`config.mk`:
```
export PLATFORM = sky130hd
export DESIGN_NAME = key_led_sequencer
export DESIGN_NICKNAME = d
export VERILOG_FILES = /design/src/rtl/key_led_seq_pkg.sv /design/src/rtl/key_debounce.sv /design/src/rtl/key_led_sequencer.sv
export SDC_FILE = /design/constraint.sdc
export NUM_CORES = 1
export LEC_CHECK = 0
export CAP_MARGIN = 20
export CORE_MARGIN = 2
export CORE_UTILIZATION = 55
export DETAILED_ROUTE_END_ITERATION = 10
export GPL_ROUTABILITY_DRIVEN = 0
export PLACE_DENSITY = 0.77
export SLEW_MARGIN = 20
export SYNTH_ARGS = -nofsm -noshare
export SYNTH_HDL_FRONTEND = slang
export SYNTH_HIERARCHICAL = 1
export SYNTH_SLANG_ARGS = --single-unit
```
`constraint.sdc`:
```
create_clock -name clk -period 2.2 [get_ports clk]
set_input_delay 0.55 -clock clk [delete_from_list [all_inputs] [get_ports clk]]
set_output_delay 0.55 -clock clk [all_outputs]
set_load 0.01 [all_outputs]
```
`src/rtl/key_led_seq_pkg.sv`:
```
// -----------------------------------------------------------------------------
// key_led_seq_pkg
// Shared types and constants for the key/LED sequencer:
//   - mode_t         : LED display mode (TOGGLE, ONEHOT, BINARY; encoding 3 unused)
//   - KEY_*          : role of each key input bit
//   - N_TOGGLE_LEDS  : width of the LED group inverted in TOGGLE mode
//   - next_mode()    : mode-advance order TOGGLE -> ONEHOT -> BINARY -> TOGGLE
// -----------------------------------------------------------------------------
package key_led_seq_pkg;

    typedef enum logic [1:0] {
        MODE_TOGGLE = 2'd0,
        MODE_ONEHOT = 2'd1,
        MODE_BINARY = 2'd2
    } mode_t;

    localparam int KEY_STEP  = 0;
    localparam int KEY_MODE  = 1;
    localparam int KEY_CLEAR = 2;
    localparam int KEY_AUTO  = 3;

    localparam int N_TOGGLE_LEDS = 3;

    function automatic mode_t next_mode(input mode_t m);
        case (m)
            MODE_TOGGLE: return MODE_ONEHOT;
            MODE_ONEHOT: return MODE_BINARY;
            default:     return MODE_TOGGLE;
        endcase
    endfunction

endpackage

```
`src/rtl/key_debounce.sv`:
```
// -----------------------------------------------------------------------------
// key_debounce
// One push-button channel: 2-FF synchronizer, debounce counter and a registered
// single-cycle press pulse on each accepted 0->1 transition.
// Ports:
//   clk      : system clock
//   rst      : asynchronous reset, active low
//   i_key    : raw button level, asynchronous to clk, 1 = pressed
//   o_level  : debounced level
//   o_press  : one-cycle pulse after the debounced level rises
// Parameter:
//   debounce_cycles : consecutive stable synced cycles before a new level is taken
// -----------------------------------------------------------------------------
module key_debounce #(
    parameter int debounce_cycles = 500000
) (
    input  logic clk,
    input  logic rst,
    input  logic i_key,
    output logic o_level,
    output logic o_press
);

    localparam int CW = (debounce_cycles > 1) ? $clog2(debounce_cycles) : 1;
    localparam logic [CW-1:0] C_LAST = CW'(debounce_cycles - 1);
    localparam logic [CW-1:0] C_ONE  = CW'(1);

    logic          r_sync1;
    logic          r_sync2;
    logic          r_level;
    logic          r_level_q;
    logic          r_press;
    logic [CW-1:0] r_cnt;

    always_ff @(posedge clk or negedge rst) begin
        if (!rst) begin
            r_sync1   <= 1'b0;
            r_sync2   <= 1'b0;
            r_level   <= 1'b0;
            r_level_q <= 1'b0;
            r_press   <= 1'b0;
            r_cnt     <= '0;
        end else begin
            // NOTE: non-blocking assignments so every register samples the
            // pre-edge value of the others; the synchronizer chain depends on it.
            r_sync1   <= i_key;
            r_sync2   <= r_sync1;
            r_level_q <= r_level;
            r_press   <= r_level & ~r_level_q;

            // Count only while the synced input disagrees with the accepted
            // level; any return to agreement (bounce) restarts the count.
            if (r_sync2 == r_level) begin
                r_cnt <= '0;
            end else if (r_cnt == C_LAST) begin
                r_level <= r_sync2;
                r_cnt   <= '0;
            end else begin
                r_cnt <= r_cnt + C_ONE;
            end
        end
    end

    assign o_level = r_level;
    assign o_press = r_press;

endmodule

```
`src/rtl/key_led_sequencer.sv`:
```
// -----------------------------------------------------------------------------
// key_led_sequencer
// Debounces the board keys and uses the press events to drive a mode FSM and
// step counter that sequence the LED bank.
// Ports:
//   clk   : system clock
//   rst   : asynchronous reset, active low
//   key   : raw buttons (1 = pressed); [0] step, [1] mode advance, [2] clear,
//           [3] auto-step hold (only with KEY_LED_SEQ_AUTO_STEP_EN)
//   led   : registered LED drive
//   mode  : current mode (0 TOGGLE, 1 ONEHOT, 2 BINARY)
//   count : current step counter
// Build option:
//   KEY_LED_SEQ_AUTO_STEP_EN : when defined, holding key[3] issues a step every
//                              auto_period_cycles; otherwise key[3] is ignored.
// -----------------------------------------------------------------------------
module key_led_sequencer
    import key_led_seq_pkg::*;
#(
    parameter int w_key              = 4,
    parameter int w_led              = 8,
    parameter int debounce_cycles    = 500000,
    parameter int auto_period_cycles = 25000000
) (
    input  logic             clk,
    input  logic             rst,
    input  logic [w_key-1:0] key,
    output logic [w_led-1:0] led,
    output logic [1:0]       mode,
    output logic [w_led-1:0] count
);

    localparam logic [w_led-1:0] C_ONE        = w_led'(1);
    localparam logic [w_led-1:0] C_ONEHOT_MAX = w_led'(w_led);

    logic [w_key-1:0] w_press;
    logic [w_key-1:0] w_level;
    logic             w_step;

    for (genvar g = 0; g < w_key; g++) begin : g_key
        key_debounce #(
            .debounce_cycles (debounce_cycles)
        ) u_debounce (
            .clk     (clk),
            .rst     (rst),
            .i_key   (key[g]),
            .o_level (w_level[g]),
            .o_press (w_press[g])
        );
    end

    // Not every channel's level/pulse has a consumer in every build.
    logic w_unused;
    assign w_unused = ^{w_level, w_press, (auto_period_cycles > 0)};

`ifdef KEY_LED_SEQ_AUTO_STEP_EN
    localparam int TW = (auto_period_cycles > 1) ? $clog2(auto_period_cycles) : 1;
    localparam logic [TW-1:0] C_T_LAST = TW'(auto_period_cycles - 1);
    localparam logic [TW-1:0] C_T_ONE  = TW'(1);

    logic [TW-1:0] r_timer;
    logic          w_auto_step;

    assign w_auto_step = w_level[KEY_AUTO] && (r_timer == C_T_LAST);

    always_ff @(posedge clk or negedge rst) begin
        if (!rst) begin
            r_timer <= '0;
        end else if (!w_level[KEY_AUTO] || w_press[KEY_CLEAR] || w_press[KEY_MODE]
                     || w_auto_step) begin
            r_timer <= '0;
        end else begin
            r_timer <= r_timer + C_T_ONE;
        end
    end

    // A coincident manual and auto step merge into a single step.
    assign w_step = w_press[KEY_STEP] | w_auto_step;
`else
    assign w_step = w_press[KEY_STEP];
`endif

    mode_t            r_mode;
    mode_t            w_mode_next;
    logic [w_led-1:0] r_count;
    logic [w_led-1:0] w_count_next;
    logic [w_led-1:0] r_led;
    logic [w_led-1:0] w_led_next;

    always_ff @(posedge clk or negedge rst) begin
        if (!rst) begin
            r_mode  <= MODE_TOGGLE;
            r_count <= '0;
            r_led   <= '0;
        end else begin
            r_mode  <= w_mode_next;
            r_count <= w_count_next;
            r_led   <= w_led_next;
        end
    end

    always_comb begin
        // NOTE: every output gets a default first so no path leaves a value
        // unassigned, which would otherwise infer a latch.
        w_mode_next  = r_mode;
        w_count_next = r_count;
        w_led_next   = r_led;

        case (r_mode)
            MODE_TOGGLE, MODE_ONEHOT, MODE_BINARY: begin
                // Priority clear > mode > step; losers in the same cycle are dropped.
                if (w_press[KEY_CLEAR]) begin
                    w_count_next = '0;
                    w_led_next   = '0;
                end else if (w_press[KEY_MODE]) begin
                    w_mode_next  = next_mode(r_mode);
                    w_count_next = '0;
                    w_led_next   = '0;
                end else if (w_step) begin
                    case (r_mode)
                        MODE_TOGGLE: begin
                            w_led_next = '0;
                            w_led_next[N_TOGGLE_LEDS-1:0] = ~r_led[N_TOGGLE_LEDS-1:0];
                        end
                        MODE_ONEHOT: begin
                            // Count runs 0..w_led; 0 shows all LEDs off.
                            w_count_next = (r_count == C_ONEHOT_MAX) ? '0 : r_count + C_ONE;
                            w_led_next   = (w_count_next == '0) ? '0
                                         : C_ONE << (w_count_next - C_ONE);
                        end
                        default: begin
                            w_count_next = r_count + C_ONE;
                            w_led_next   = w_count_next;
                        end
                    endcase
                end
            end
            default: begin
                // Unused encoding: recover to a clean TOGGLE state.
                w_mode_next  = MODE_TOGGLE;
                w_count_next = '0;
                w_led_next   = '0;
            end
        endcase
    end

    assign led   = r_led;
    assign mode  = r_mode;
    assign count = r_count;

endmodule

```
==> qor.yml, run 1 <==
status: "completed"
antenna_cells: 0
fp-row-count: 34
drc: 0
track_usage: 0.224
synth_top_cells_by_area: "dfrtp_1, xnor2_1, nor2_1"
fill_cells: 672
clk_latency_ns: 0.35
critPathArrivalTime_ns: 2.39
max-vdd-ir-drop_mv: 0.338
synthesis.nets: 527
synthArstFlopShare: 1.00
fin_crit_sh: 0.955
setup_viol: 0
report.final.slew_viol_count: 0
cts.sinks: 90
ys_seq_area_frac: 0.448
cts_buffer_depth: 2
grt_start_max_net_pins: 34
first_global_vias: 3843
synth_area_um2: 5030
fmax_ghz: 0.476
yosysTopAreaCell: "dfrtp_1"
synth_cells: 514
p_leak_nw: 2.40
drt-vias-per-instance: 5.85
p_per_area_nw_per_um2: 500
tightest_slew_ns: 0.565
finalHoldViolCount: 0
place_hpwl_mm: 7.18
wl_per_cell_um: 15.5
ys_warn_count: 6
synth-main-ff-cell: "dfrtp_1"
cp-end-kind: "flip-flop"
io_pins: 24
overflow: 0
fp.dieH_um: 99.6
placed_cells: 656
fin_cells: 673
min-delay-path-class: "in -> async"
synth_top_cells_by_count: "dfrtp_1, nor2_1, xnor2_1"
rsz0062_at_grt: "no"
ctsHoldBuffers: 0
synth_seq_cells: 90
vias: 3939
cts_tree: "done"
nets: 573
yosysMostFrequentCell: "dfrtp_1"
dieArea_um2: 9920
synth-edff-count: 0
start_util: 0.571
setup_tns_ns: 0
layout-drive-gt1-share: 0.165
maxCapViolations: 0
clock_skew_ns: 0.00905
maxSlewHeadroom: 0.623
ant_nets: 0
clk_pin_slew_ns: 0.09
die_x_um: 99.6
cp_max_fo: 8
synth_top_area_share: 0.448
core_um2: 8810
io_buffers: 22
critPathKind: "reg -> reg"
firstDrtPassIters: 4
synth.distinct_cells: 60
area_growth_pct: 16.2
fin_crit_ns: 2.10
synth.avg_cell_area_um2: 9.78
required_ns: 2.49
cts_made_buffers: 9
cts-root-buf: "clkbuf_8"
fin_total_pwr_mw: 2.92
start_kind: "flip-flop"
dr.first_iter.drc_count: 182
ctsHtreeMaxLevel: 3
grt_pass1_wl_mm: 18.0
hold_slack_ns: 0.108
antenna_found_initial: 0
detail_route.wirelength_mm: 10.4
[power by group]
group / internal, mW / switching [mW] / total, mW
clock: 0.528 / 0.594 / 1.12
combinational: 0.0384 / 0.0656 / 0.104
sequential: 1.67 / 0.0216 / 1.69
[cells in the final DEF, fill, tap and decap left out, types with 3 or more instances in the layout]
cell type,instances
a21oi_1,13
a31o_1,7
and2_1,4
buf_4,29
buf_6,3
clkbuf_8,9
clkdlybuf4s50_1,21
dfrtp_1,90
ha_1,4
inv_1,20
mux2_2,3
mux2i_1,3
nand2_1,33
nand3_1,26
nand4_1,13
nand4_4,3
nor2_1,74
nor2b_1,11
nor3_1,21
nor4_1,15
nor4_2,3
nor4b_1,6
o21ai_0,22
o21ai_1,4
o31ai_1,4
o41ai_4,3
or3_1,6
or4_4,3
xnor2_1,45
xor2_1,12
[cells by family (layout without fill, tap and decap cells)]
logic type	Yosys count	in the layout	synth area share
AOI/OAI and AO/OA	72	72	0.116
and+or+nand+nor	237	237	0.258
xor gates and xnor gates	59	59	0.103
muxes	7	7	0.0157
adders and majority gates	8	8	0.0194
buffers and inverters	41	92	0.0403
DFF	90	90	0.448
[metal layers]
| layer | wire length [um] | track usage | up-vias |
|---|---|---|---|
| met5 | 0 | 0 | - |
| met4 | 181 | 0.0727 | 0 |
| met3 | 438 | 0.0527 | 18 |
| met2 | 5180 | 0.355 | 107 |
| met1 | 4620 | 0.306 | 1917 |
| li1 | - | - | 1897 |
[worst paths after layout]
| check | startpoint | end | slack (ns) | cells after the start |
|---|---|---|---|---|
| setup / recovery | count[0] | led[2] | 0.1 | 9 |
| hold / removal | rst | count[2] | 0.11 | 1 |
| setup reg to reg | count[0] | led[2] | 0.1 | 9 |
| hold reg to reg | g_key[1].u_debounce/r_sync1 | g_key[1].u_debounce/r_sync2 | 0.35 | 0 |
| max in group asynchronous | rst | g_key[0].u_debounce/r_cnt[11] | 1.49 | 2 |
| min in group clk | g_key[1].u_debounce/r_sync1 | g_key[1].u_debounce/r_sync2 | 0.35 | 0 |
[stage by stage]
step	cell area [um^2]	worst slack, ns	utilization
floorplan	5040	0.00904	-
global placement	5530	0.0867	0.628
detailed placement	5530	0.0269	0.628
CTS	5720	0.00752	0.650
global route	5840	0.00689	0.663
finish	5840	0.0984	0.663
[sequential cells by signal, indices dropped and copies added, names as in the netlist, 3 cells and up]
name and flops:
g_key.u_debounce/r_cnt 57, count 8, led 8, g_key.u_debounce/o_level 3
g_key.u_debounce/o_press 3, g_key.u_debounce/r_level_q 3, g_key.u_debounce/r_sync1 3, g_key.u_debounce/r_sync2 3
[cell type report]
cell class,count,area [um^2],share of cell area
timing repair buffer,55,502,0.0859
clock inverter,6,65.1,0.0111
clock buffer,10,128,0.0219
inverter,21,78.8,0.0135
tap,108,135,0.0231
multi-input combinational,383,2680,0.459
sequential,90,2250,0.386
[critical path, cell delays in order (launching register included)]
cell,delay (ns)
dfrtp_1,0.42
inv_2,0.08
ha_4,0.25
nand2b_1,0.16
and3_1,0.22
o31ai_4,0.26
xnor2_2,0.11
a211oi_4,0.23
buf_6,0.17
a41o_1,0.15
[what timing repair did]
| action | CTS | global route |
|---|---|---|
| buffers inserted | 0 | 1 |
| gates resized for setup | 0 | 19 |
| endpoints found under the setup margin | 0 | 8 |
Note: power is estimated with default switching activity, not from simulation.
==> run 2: changes to the inputs <==
Settings changed: CORE_UTILIZATION 55 to 45, HOLD_SLACK_MARGIN set to 0.1, PLACE_DENSITY 0.77 to 0.65, SYNTH_HIERARCHICAL 1 to not set.
==> qor.yml, run 2 <==
status: "completed"
io_pins: 24
slowest_stage: "dfrtp_1"
cp-endpoint: "led[2]"
fin_crit_sh: 0.996
synth.avg_cell_area_um2: 9.86
setup_tns_ns: 0
synth_cells: 463
overflow: 0
synthArstFlopShare: 1.00
fp-row-count: 36
synth_top_cells_by_area: "dfrtp_1, xor2_1, nor2_1"
report.final.slew_viol_count: 0
clk_pin_slew_ns: 0.09
p_leak_nw: 2.33
clk_latency_ns: 0.36
worstReg2RegEnd: "led[2]"
dr.first_iter.drc_count: 121
antenna_cells: 0
area_growth_pct: 20.6
rsz0062_at_grt: "yes"
required_ns: 2.49
layout-drive-gt1-share: 0.177
reg2reg_setup_slack_ns: 0.009
yosysTopAreaCell: "dfrtp_1"
fin_cells: 663
ys_warn_count: 0
p_per_area_nw_per_um2: 532
cts.sinks: 90
cts_made_buffers: 9
first_global_vias: 3316
start_util: 0.465
synth_seq_cells: 90
layout_common_cells: "dfrtp_1, nor2_1, buf_4, nand2_1, nand3_1"
synth-main-ff-cell: "dfrtp_1"
final.setup.worst_slack_ns: 0.00881
synthesis.nets: 476
cts_buffer_depth: 2
fin_area_um2: 5510
finalHoldViolCount: 0
tightest_slew_ns: 0.500
track_usage: 0.173
nets: 538
firstDrtPassIters: 4
largest_register_ffs: 57
clock_skew_ns: 0.0111
maxSlewHeadroom: 0.666
cp.depth: 8
fin_total_pwr_mw: 2.93
setup_viol: 0
r2r-start: "count[7]"
synth.distinct_cells: 55
post_dp_cell_area_um2: 5200
synth_top_cells_by_count: "dfrtp_1, nor2_1, nand2_1"
ctsHtreeMaxLevel: 3
dieArea_um2: 11000
placed_cells: 641
core_um2: 9820
wl_per_cell_um: 13.4
vias: 3453
max-vdd-ir-drop_mv: 0.370
fill_cells: 917
grt_start_max_net_pins: 48
cp_max_fo: 3
critPathKind: "reg -> reg"
die_x_um: 105
antenna_found_initial: 0
min-delay-path-class: "reg -> reg"
cp-end-kind: "flip-flop"
fin_crit_ns: 2.19
yosysMostFrequentCell: "dfrtp_1"
final_common_cell: "dfrtp_1"
io_buffers: 22
path_delay_family: "simple AND/OR/NAND/NOR gates"
synth-edff-count: 0
path_buf_inv: 0
start_kind: "flip-flop"
drc: 0
synth_area_um2: 4570
place_hpwl_mm: 6.14
crit_chain: "nor4b_4 > nand3_2 > nand2_4 > ha_1 > or3_4 > a221oi_2 > nand2_1 > o21ai_1"
final_util: 0.561
crit_start: "count[7]"
grt_pass1_wl_mm: 15.5
post-place-ws_ns: -0.0119
max_stage_delay_ns: 0.42
cts-root-buf: "clkbuf_8"
ant_nets: 0
regMostFlops: "g_key.u_debounce.r_cnt"
fp.dieH_um: 105
drt-vias-per-instance: 5.21
hold_slack_ns: 0.355
ys_seq_area_frac: 0.493
detail_route.wirelength_mm: 8.88
fmax_ghz: 0.456
r2r_cells: 8
cts_tree: "done"
synth_top_area_share: 0.493
critPathArrivalTime_ns: 2.48
maxCapViolations: 0
[run 2: worst min-delay path by stage]
stage                                      startpoint  cells after the start                          end
after floorplan                                   rst                      0                     count[0]
after global routing      g_key[0].u_debounce.r_sync1                      0  g_key[0].u_debounce.r_sync2
final                     g_key[2].u_debounce.r_sync1                      0  g_key[2].u_debounce.r_sync2
after detailed placement  g_key[2].u_debounce.r_sync1                      0  g_key[2].u_debounce.r_sync2
after CTS                 g_key[2].u_debounce.r_sync1                      0  g_key[2].u_debounce.r_sync2
after global placement    g_key[1].u_debounce.r_sync1                      0  g_key[1].u_debounce.r_sync2
[run 2: routing by layer]
layer	GRT usage	part of all wire	wire (um)	vias to the layer above
met1	0.244	0.48	4280	1668
met3	0.0424	0.038	337	15
met5	0	0	0	-
met4	0.0562	0.015	129	0
li1	-	-	-	1715
met2	0.265	0.46	4130	55
[run 2: area by class of cell]
class                   instances  area [um^2]  share of cell area
clock buffers                  12          155              0.0282
clock inverters                 4         50.0             0.00909
inverters                      17         63.8              0.0116
multi-input cells             340         2230               0.405
flip-flops and latches         90         2250               0.410
well taps                     133          166              0.0302
repair buffers                 67          587               0.107
[run 2: power breakdown]
group          switching, mW  internal [mW]
combinational         0.0618         0.0298
sequential            0.0169           1.67
clock                  0.566          0.586
total                  0.645           2.29
[run 2: cell families after synthesis]
logic type                 share of synthesized area
AOI/OAI and AO/OA                             0.0880
xor gates and xnor gates                       0.124
adders and majority gates                     0.0214
buffers and inverters                         0.0354
DFF                                            0.493
muxes                                        0.00740
and+or+nand+nor                                0.230
[run 2: what timing repair did]
item                                    in CTS  in global routing
endpoints found under the hold margin       22                  0
resized for setup                            2                 10
setup buffers                                3                  2
endpoints found under the setup margin       2                 11
pin swaps                                    3                  9
hold buffers                                 1                  0
